`config.mk`:
```
export PLATFORM = sky130hd
export DESIGN_NAME = alu_arbiter
export DESIGN_NICKNAME = d
export VERILOG_FILES = /design/src/rtl/alu_arbiter.sv
export SDC_FILE = /design/constraint.sdc
export NUM_CORES = 1
export LEC_CHECK = 0
export ABC_AREA = 1
export CORE_MARGIN = 2
export CORE_UTILIZATION = 54
export CTS_BUF_LIST = sky130_fd_sc_hd__clkbuf_8
export CTS_CLUSTER_DIAMETER = 40
export DETAILED_ROUTE_END_ITERATION = 6
export GPL_TIMING_DRIVEN = 0
export PLACE_DENSITY_LB_ADDON = 0.25
export SLEW_MARGIN = 5
export SYNTH_ARGS = -nofsm -noshare
export SYNTH_HDL_FRONTEND = slang
export SYNTH_SLANG_ARGS = --single-unit
```
`constraint.sdc`:
```
create_clock -name i_clk -period 7.67 [get_ports i_clk]
set_clock_uncertainty 0.15 [all_clocks]
set_input_delay 1.9175 -clock i_clk [delete_from_list [all_inputs] [get_ports i_clk]]
set_output_delay 1.9175 -clock i_clk [all_outputs]
set_load 0.05 [all_outputs]
```
`src/rtl/alu_arbiter.sv`:
```
// Round-robin arbiter that shares one ALU among NUM_REQ requesters and returns results over valid/ready.
// Optional opcode check enabled by defining ALU_ARB_OPCHK_EN; otherwise o_rsp_err is tied to 0.

module alu #(
    parameter int unsigned NB_DATA = 8,
    parameter int unsigned NB_OP   = 6
) (
    input  logic [NB_DATA-1:0] a,
    input  logic [NB_DATA-1:0] b,
    input  logic [NB_OP-1:0]   op,
    output logic [NB_DATA-1:0] result
);
    localparam logic [NB_OP-1:0] OP_ADD = NB_OP'(6'b100000);
    localparam logic [NB_OP-1:0] OP_SUB = NB_OP'(6'b100010);
    localparam logic [NB_OP-1:0] OP_AND = NB_OP'(6'b100100);
    localparam logic [NB_OP-1:0] OP_OR  = NB_OP'(6'b100101);
    localparam logic [NB_OP-1:0] OP_XOR = NB_OP'(6'b100110);
    localparam logic [NB_OP-1:0] OP_SRA = NB_OP'(6'b000011);
    localparam logic [NB_OP-1:0] OP_SRL = NB_OP'(6'b000010);
    localparam logic [NB_OP-1:0] OP_NOR = NB_OP'(6'b100111);

    // Shift amount is the whole B operand; oversized shifts saturate to fill bits.
    always_comb begin
        result = '0;
        case (op)
            OP_ADD:  result = a + b;
            OP_SUB:  result = a - b;
            OP_AND:  result = a & b;
            OP_OR:   result = a | b;
            OP_XOR:  result = a ^ b;
            OP_NOR:  result = ~(a | b);
            OP_SRA:  result = NB_DATA'($signed(a) >>> b);
            OP_SRL:  result = a >> b;
            default: result = '0;
        endcase
    end
endmodule

module alu_arbiter #(
    parameter  int unsigned NUM_REQ = 4,
    parameter  int unsigned NB_DATA = 8,
    parameter  int unsigned NB_OP   = 6,
    localparam int unsigned NB_ID   = (NUM_REQ > 1) ? $clog2(NUM_REQ) : 1
) (
    input  logic                       i_clk,
    input  logic                       i_rst_n,
    input  logic [NUM_REQ-1:0]         i_req,
    input  logic [NUM_REQ*NB_DATA-1:0] i_data_a,
    input  logic [NUM_REQ*NB_DATA-1:0] i_data_b,
    input  logic [NUM_REQ*NB_OP-1:0]   i_op,
    output logic [NUM_REQ-1:0]         o_grant,
    output logic                       o_busy,
    input  logic                       i_rsp_ready,
    output logic                       o_rsp_valid,
    output logic [NB_DATA-1:0]         o_rsp_result,
    output logic [NB_ID-1:0]           o_rsp_id,
    output logic                       o_rsp_err
);
    typedef enum logic [1:0] {IDLE, EXEC, RESP} state_t;

    state_t             state;
    logic [NB_ID-1:0]   ptr;
    logic [NB_ID-1:0]   win;
    logic [NB_ID-1:0]   ptr_next;
    logic               found;
    logic [NB_DATA-1:0] a_q;
    logic [NB_DATA-1:0] b_q;
    logic [NB_OP-1:0]   op_q;
    logic [NB_ID-1:0]   id_q;
    logic [NB_DATA-1:0] alu_result;
    int unsigned        idx;

    logic [NB_DATA-1:0] a_arr  [NUM_REQ];
    logic [NB_DATA-1:0] b_arr  [NUM_REQ];
    logic [NB_OP-1:0]   op_arr [NUM_REQ];

    for (genvar k = 0; k < NUM_REQ; k++) begin : g_unpack
        assign a_arr[k]  = i_data_a[k*NB_DATA +: NB_DATA];
        assign b_arr[k]  = i_data_b[k*NB_DATA +: NB_DATA];
        assign op_arr[k] = i_op[k*NB_OP +: NB_OP];
    end

    // Scan downward so the last hit is the first requester at or after ptr.
    always_comb begin
        win   = ptr;
        found = 1'b0;
        idx   = 0;
        for (int i = int'(NUM_REQ) - 1; i >= 0; i--) begin
            idx = 32'(ptr) + 32'(i);
            if (idx >= NUM_REQ) idx = idx - NUM_REQ;
            if (i_req[NB_ID'(idx)]) begin
                win   = NB_ID'(idx);
                found = 1'b1;
            end
        end
    end

    assign ptr_next = (win == NB_ID'(NUM_REQ - 1)) ? '0 : win + 1'b1;

    // Grant is suppressed during reset so nothing is advertised as accepted.
    always_comb begin
        o_grant = '0;
        if (state == IDLE && i_rst_n && found) o_grant[win] = 1'b1;
    end

    alu #(.NB_DATA(NB_DATA), .NB_OP(NB_OP)) u_alu (
        .a      (a_q),
        .b      (b_q),
        .op     (op_q),
        .result (alu_result)
    );

    always_ff @(posedge i_clk) begin
        if (!i_rst_n) begin
            state        <= IDLE;
            ptr          <= '0;
            a_q          <= '0;
            b_q          <= '0;
            op_q         <= '0;
            id_q         <= '0;
            o_busy       <= 1'b0;
            o_rsp_valid  <= 1'b0;
            o_rsp_result <= '0;
            o_rsp_id     <= '0;
        end else begin
            case (state)
                IDLE: begin
                    if (found) begin
                        a_q    <= a_arr[win];
                        b_q    <= b_arr[win];
                        op_q   <= op_arr[win];
                        id_q   <= win;
                        ptr    <= ptr_next;
                        o_busy <= 1'b1;
                        state  <= EXEC;
                    end
                end
                EXEC: begin
                    o_rsp_result <= alu_result;
                    o_rsp_id     <= id_q;
                    o_rsp_valid  <= 1'b1;
                    state        <= RESP;
                end
                RESP: begin
                    if (i_rsp_ready) begin
                        o_rsp_valid <= 1'b0;
                        o_busy      <= 1'b0;
                        state       <= IDLE;
                    end
                end
                default: begin
                    o_busy      <= 1'b0;
                    o_rsp_valid <= 1'b0;
                    state       <= IDLE;
                end
            endcase
        end
    end

`ifdef ALU_ARB_OPCHK_EN
    logic op_known;

    assign op_known = op_q inside {NB_OP'(6'b100000), NB_OP'(6'b100010), NB_OP'(6'b100100),
                                   NB_OP'(6'b100101), NB_OP'(6'b100110), NB_OP'(6'b000011),
                                   NB_OP'(6'b000010), NB_OP'(6'b100111)};

    // Error flag travels with the result and holds through backpressure.
    always_ff @(posedge i_clk) begin
        if (!i_rst_n) begin
            o_rsp_err <= 1'b0;
        end else if (state == EXEC) begin
            o_rsp_err <= ~op_known;
        end
    end
`else
    assign o_rsp_err = 1'b0;
`endif

endmodule

```
======== Yosys cells after proc, flatten, opt, wreduce, memory -nomap -nowiden ========
Index checks and enable logic that the tools add are counted.
W data, S select, Z words.
storage, ports and cells
  register bits after elaboration ......... 40
  input bits .............................. 95
  output and inout port bits .............. 17
  word-level logic and storage cells ...... 102
operators by class
  add/sub/neg operators ................... 10
  $lt $le $gt $ge ......................... 11
  eq/ne operators ......................... 13
  shift-type cells ........................ 2
  multiplexer cells ....................... 41
  bitwise operators ....................... 7
  reduce and logical (&&, ||, !) cells .... 8
operators by type and width
  cell                   count
  $pmux W8 S8            1
  $eq A6 B6 Y1 const B   6
  $bmux W8 S2            2
  $mux W8                4
  $mux W2                11
  $lt A2 B3 Y1 const B   5
  $bmux W6 S2            1
  $eq A6 B2 Y1 const B   2
  $ge A3 B3 Y1 const B   4
  $mux W6                2
  $mux W1                11
  $add A8 B8 Y8          1
  $and A8 B8 Y8          1
  $bmux W1 S2            4
  $not A8 Y8             1
  $or A8 B8 Y8           1
  $shr A8 B8 Y8          1
  $sshr A8 B8 Y8         1
  $sub A2 B1 Y2 const B  4
  $sub A8 B8 Y8          1
  $xor A8 B8 Y8          1
  $add A2 B2 Y3 const B  2
  $pmux W1 S3            2
  $pmux W2 S3            1
  15 further kinds       22

======== Longest topological paths before layout ========
  word-level depth ........................ 14
  mapped depth ............................ 18
  depth with buffers taken out ............ 18

======== Hierarchy ========
Synthesis repeated with hierarchy kept, for this count alone.
second synthesis, totals
  cell total of the unflattened synthesis .. 684
  area total of the unflattened synthesis .. 3966.3 sq um
modules (own cells, without submodules)
  module       instances  cells each  area an instance (sq um)  sequential area each (sq um)
  alu_arbiter  1          388         2372.3                    800.8
  alu          1          296         1594.0                    0.0

======== Worst setup path after synthesis ========
Ideal clock, no wire load.
  path type ............................... input -> output
  from .................................... input port i_req[1]
  to ...................................... output port o_grant[3]
  data arrival time ....................... 3.758 ns
  required time ........................... 5.602 ns
  slack ................................... 1.845 ns
  stages on the path ...................... 12
  path buffers ............................ 1
  cells stage by stage .................... inv_1 -> o21ai_2 -> nand2_1 -> nand2_1 -> nor2_1 -> nand2_1 -> nand3_1 -> inv_1 -> clkbuf_1 -> ha_1 -> inv_1 -> nor2_1
between the ends
  word-level cells in the longest chain between the ends .. 11
  elaborated cells between the ends (all ways) .. 23
  those cells by class .................... order compare (2); mux (19); reduce/logical (2)
ends and longest elaborated chain
  element                                                             line  RTL
  from (decl)                                                         47    input logic [NUM_REQ-1:0] i_req,
  $bmux W1 S2                                                         91    if (i_req[NB_ID'(idx)]) begin
  $mux W1 (not written as such)                                       91
  $mux W2 (3 in a row)                                                91
  $mux W2 *                                                           91
  via win[1]                                                          63    logic [NB_ID-1:0] win;
  $lt A2 B3 Y1 (not written as such) or $ge A2 B1 Y1 (tied branches)  103   if (state == IDLE && i_rst_n && found) o_grant[win] = 1'b1;
  $logic_and A1 B1 Y1 (not written as such)                           103
  $mux W1 (not written as such)                                       103
  $demux W1 S2 *                                                      103
  $mux W4 *                                                           103
  to (decl)                                                           51    output logic [NUM_REQ-1:0] o_grant,
The timed path passes the listed nets; every way through them passes the cells marked *. The select of a mux whose other input is x is not followed.

======== Final worst setup path ========
  from .................................... input port i_req[3]
  to ...................................... output port o_grant[3]
The elaborated chain is that of the path after synthesis.

==> PnR_summary.wiki <==
{| class="wikitable"
! Metric !! Value
|-
| Inserted Diodes || 0
|-
| Count of yosys warnings during synthesis || 0
|-
| Final Cycle Share || 90.3%
|-
| Number of global-route vias before repair || 5015
|-
| Global route overflow || 0
|-
| Post-synth net total || 814
|-
| Leading cell types by total area after synthesis || sky130_fd_sc_hd__nand2_1 (21%), sky130_fd_sc_hd__dfxtp_1 (20%), sky130_fd_sc_hd__nand3_1 (14%)
|-
| Critical path, cell by cell || clkdlybuf4s50_1 -> inv_1 -> nand2_1 -> and2_1 -> nand2_1 -> nand3_1 -> nand3_1 -> inv_1 -> clkbuf_1 -> ha_1 -> inv_1 -> nor2_1 -> clkdlybuf4s50_1
|-
| Max-Slew Margin vs Limit || 61.3%
|-
| Post-synthesis xor/xnor area fraction || 1.32%
|-
| Cell count of the worst reg-to-reg path || 14
|-
| CTS tree || built
|-
| Simple-gate portion of the synthesized area || 45.6%
|-
| Worst reg2reg endpoint || o_rsp_result[3]
|-
| Pwr per Cell Area || 419 nW/µm²
|-
| Drt via density || 5.76
|-
| Internal power consumption || 0.000910 W
|-
| Dpl cell area || 5200 µm²
|-
| Number of storage elements in the synthesis netlist || 40
|-
| Top library cells by usage in the layout, fill and taps aside || sky130_fd_sc_hd__nand2_1 (222), sky130_fd_sc_hd__nand3_1 (113), sky130_fd_sc_hd__clkdlybuf4s50_1 (110)
|-
| Hold Vio Cnt, Final || 0
|-
| Number of buffers and inverters on the critical path || 6
|-
| Buffer cell driving the clock tree root || sky130_fd_sc_hd__clkbuf_8
|-
| Crit path launch type || input pin
|-
| Number of enable-type register cells in the synthesized netlist || 0
|-
| Sink of the worst hold path || o_rsp_result[1]
|-
| Number of ports placed on the die boundary || 112
|-
| CP Data Arrival Time || 4860 ps
|-
| Proportion of synthesized flip-flops having asynchronous set or reset || 0%
|-
| Number of placement rows || 31
|-
| Combinational family with the most area after synthesis || simple AND/OR/NAND/NOR gates
|-
| Cell count after synthesis || 690
|-
| Setup TNS after final layout || 0 ps
|-
| Most numerous cell on the critical path || sky130_fd_sc_hd__inv_1
|-
| Share of synthesized cell area in full adder, half adder and majority cells || 9.31%
|-
| Worst reg-to-reg setup slack || 4290 ps
|-
| Distinct cell type count after synthesis || 37
|-
| Max stage delay on crit path || 810 ps
|-
| Filler-free cell count of the finished design || 906
|-
| Register share of total power || 16.5%
|-
| Number of violations of the max-capacitance limit || 0
|-
| Area leader, netlist || sky130_fd_sc_hd__nand2_1
|-
| Max Fanout on Critical Path || 11
|-
| Count of placed standard cells including taps || 899
|-
| Clock-pin slew on the worst setup and hold paths || 80 ps
|-
| Final routed wire length divided by cell count || 15.7 µm
|-
| Cell depth of the worst hold path || 2
|-
| Result of the run || finished, final reports clean
|-
| Start point of the worst hold path || o_rsp_result[1]
|-
| Reg2Reg Launch Point || b_q[0]
|-
| Overall power || 0.00222 W
|-
| Initial cell density of the core || 55.4%
|-
| Final wirelength || 14200 µm
|-
| IR Drop Worst-Case VDD || 0.322 mV
|-
| Cts-stage hold buffer count || 0
|-
| Area of the mapped netlist || 3980 µm²
|-
| FMAX || 144 MHz
|-
| GR Util All Layers || 35.4%
|-
| H-tree depth reported by CTS || 2
|-
| Post-route DRC || 0
|-
| Most common library cell in the layout ignoring fill and taps || sky130_fd_sc_hd__nand2_1
|-
| Worst path top cell family by delay || buffers and inverters
|-
| Iteration-0 DRC Markers || 380
|-
| Inserted Clock Buffers || 5
|-
| Type of the worst min-delay path || register to register
|-
| Count of nets left with antenna violations after detail routing || 0
|-
| Switching power of the nets || 0.00130 W
|-
| Logic pwr share || 77.5%
|-
| Worst Max-Slew Pin Slew || 581 ps
|-
| Highest-delay cell along the critical path || sky130_fd_sc_hd__clkdlybuf4s50_1
|-
| Die Area || 8070 µm²
|-
| Switching power as a share of total power || 58.9%
|-
| Ys flop type || sky130_fd_sc_hd__dfxtp_1
|-
| Placed wire-length estimate || 11500 µm
|-
| Quantity of I/O buffers inserted on ports || 110
|-
| Leakage power total || 2.49 nW
|-
| Number of antenna violations at the first check in global routing || 0
|-
| Area growth from synthesis to final layout || 32.9%
|-
| Crit. End Element || primary output
|-
| First-pass GRT wire length || 23300 µm
|-
| Core footprint || 7180 µm²
|-
| Bufs on Longest Clock Path || 2
|-
| Min setup slack post-route || 743 ps
|-
| Compound-cell area share of the yosys netlist || 13.7%
|-
| Count of final setup violators || 0
|-
| Horizontal die dimension || 89.8 µm
|-
| Share of the synthesized area in the top cell type || 21.0%
|-
| Number of pins exceeding their max-slew limit in the final report || 0
|-
| Vert. Die Dim || 89.8 µm
|-
| 1st-pass router iterations || 7
|-
| RSZ-0062 raised after global routing || false
|-
| WS Path Type || input pin to primary output
|-
| DP Worst Slack || 806 ps
|-
| Mux share of post-synthesis cell area || 0%
|-
| TritonCTS Sinks || 40
|-
| Number of nets in the final layout || 931
|-
| Summed area of non-filler cells in the final layout || 5280 µm²
|-
| Required time at the endpoint of the critical path || 5600 ps
|-
| Setup fix buffers added after clock tree synthesis || 0
|-
| Post-cts sizing count || 0
|-
| Worst skew pair latency || 290 ps
|-
| Clock Power Share || 6.1%
|-
| Post-route minimum period || 6930 ps
|-
| Via total after detailed routing || 5217
|-
| GP Congestion || 0.991
|-
| Maximum number of pins on one net before global-route repair || 13
|-
| Mapped Avg Cell Area || 5.76 µm²
|-
| Sequential element share of the synthesized area || 20.1%
|-
| Fraction of layout cells with a size suffix above 1 || 4.58%
|}
[layer usage]
metal  routed length, µm  GRT usage, %  up-vias
li1                    -             -     2500
met1                5420          41.3     2329
met2                6700          61.0      316
met3                1250          6.20       72
met4                 875          20.8        0
met5                   0             0        -
[metrics by stage]
stage                     util, %  hold slack [ps]
after floorplan                 -              300
after global placement       72.5              306
after detailed placement     72.5              312
after CTS                    73.6              324
after global routing         73.6              341
final                        73.6              318
[kinds of logic after synthesis]
kind of cell    Yosys count
other cells               1
xor+xnor                  6
buf+inv                  90
fa+ha+maj                29
flops                    40
compound gates          104
simple gates            420
[power by group through the flow]
stage	Combinational, W	Sequential (W)	Clock [W]
final	0.00172	0.000365	0.000135
after global routing	0.00190	0.000372	0.000141
after CTS	0.00167	0.000361	0.000134
after detailed placement	0.00166	0.000365	0
after global placement	0.00161	0.000363	0
after floorplan	0.00117	0.000385	0
[flip-flops by register name, indices dropped and copies added, names as in the netlist]
name	count
b_q	8
id_q	2
op_q	6
ptr	2
o_rsp_valid	1
a_q	8
o_rsp_id	2
o_rsp_result	8
o_busy	1
state	2
[synth_stat cells, types with 2 or more instances]
master	count
sky130_fd_sc_hd__nand2_1	222
sky130_fd_sc_hd__nand3_1	113
sky130_fd_sc_hd__a21oi_1	61
sky130_fd_sc_hd__nor2_1	57
sky130_fd_sc_hd__inv_1	52
sky130_fd_sc_hd__dfxtp_1	40
sky130_fd_sc_hd__o21ai_0	34
sky130_fd_sc_hd__ha_1	28
sky130_fd_sc_hd__clkbuf_1	16
sky130_fd_sc_hd__nand4_1	9
sky130_fd_sc_hd__buf_2	7
sky130_fd_sc_hd__inv_2	5
sky130_fd_sc_hd__nor3_1	5
sky130_fd_sc_hd__xor2_1	5
sky130_fd_sc_hd__buf_4	4
sky130_fd_sc_hd__o211ai_1	4
sky130_fd_sc_hd__buf_6	3
sky130_fd_sc_hd__and2_1	2
sky130_fd_sc_hd__nand2_2	2
sky130_fd_sc_hd__nand2_4	2
sky130_fd_sc_hd__nand3b_1	2
sky130_fd_sc_hd__nor2_2	2
[worst register-to-register path, cell delays in order (launching register included)]
cell and delay (ps):
sky130_fd_sc_hd__dfxtp_1 540, sky130_fd_sc_hd__clkinv_1 380, sky130_fd_sc_hd__ha_1 340, sky130_fd_sc_hd__inv_1 70
sky130_fd_sc_hd__nand2_1 70, sky130_fd_sc_hd__xor2_1 160, sky130_fd_sc_hd__ha_1 400, sky130_fd_sc_hd__a21oi_1 230
sky130_fd_sc_hd__nand2_1 130, sky130_fd_sc_hd__o21ai_0 290, sky130_fd_sc_hd__nand3_1 110, sky130_fd_sc_hd__nor2_1 140
sky130_fd_sc_hd__nand2_1 90, sky130_fd_sc_hd__nand2_1 100, sky130_fd_sc_hd__a21oi_1 70
[area by class of cell]
class                      instances  area (µm²)
buffer                            31         163
clock buffer                       5        68.8
clock inverter                     2        12.5
fill                             580        1890
inverter                          59         226
multi-input combinational        560        2790
sequential                        40         801
tap                               99         124
timing repair buffer             110        1100
[worst max path at each step]
stage	start	end	slack (ps)	cells after the start
2_1_floorplan	i_req[1]	o_grant[3]	1840	12
3_3_place_gp	i_req[1]	o_grant[3]	850	14
3_5_place_dp	i_req[3]	o_grant[3]	810	13
4_1_cts	i_req[3]	o_grant[3]	800	13
5_1_grt	i_req[3]	o_grant[3]	560	14
6_report	i_req[3]	o_grant[3]	740	13
Power figures use the tool's default switching activity.
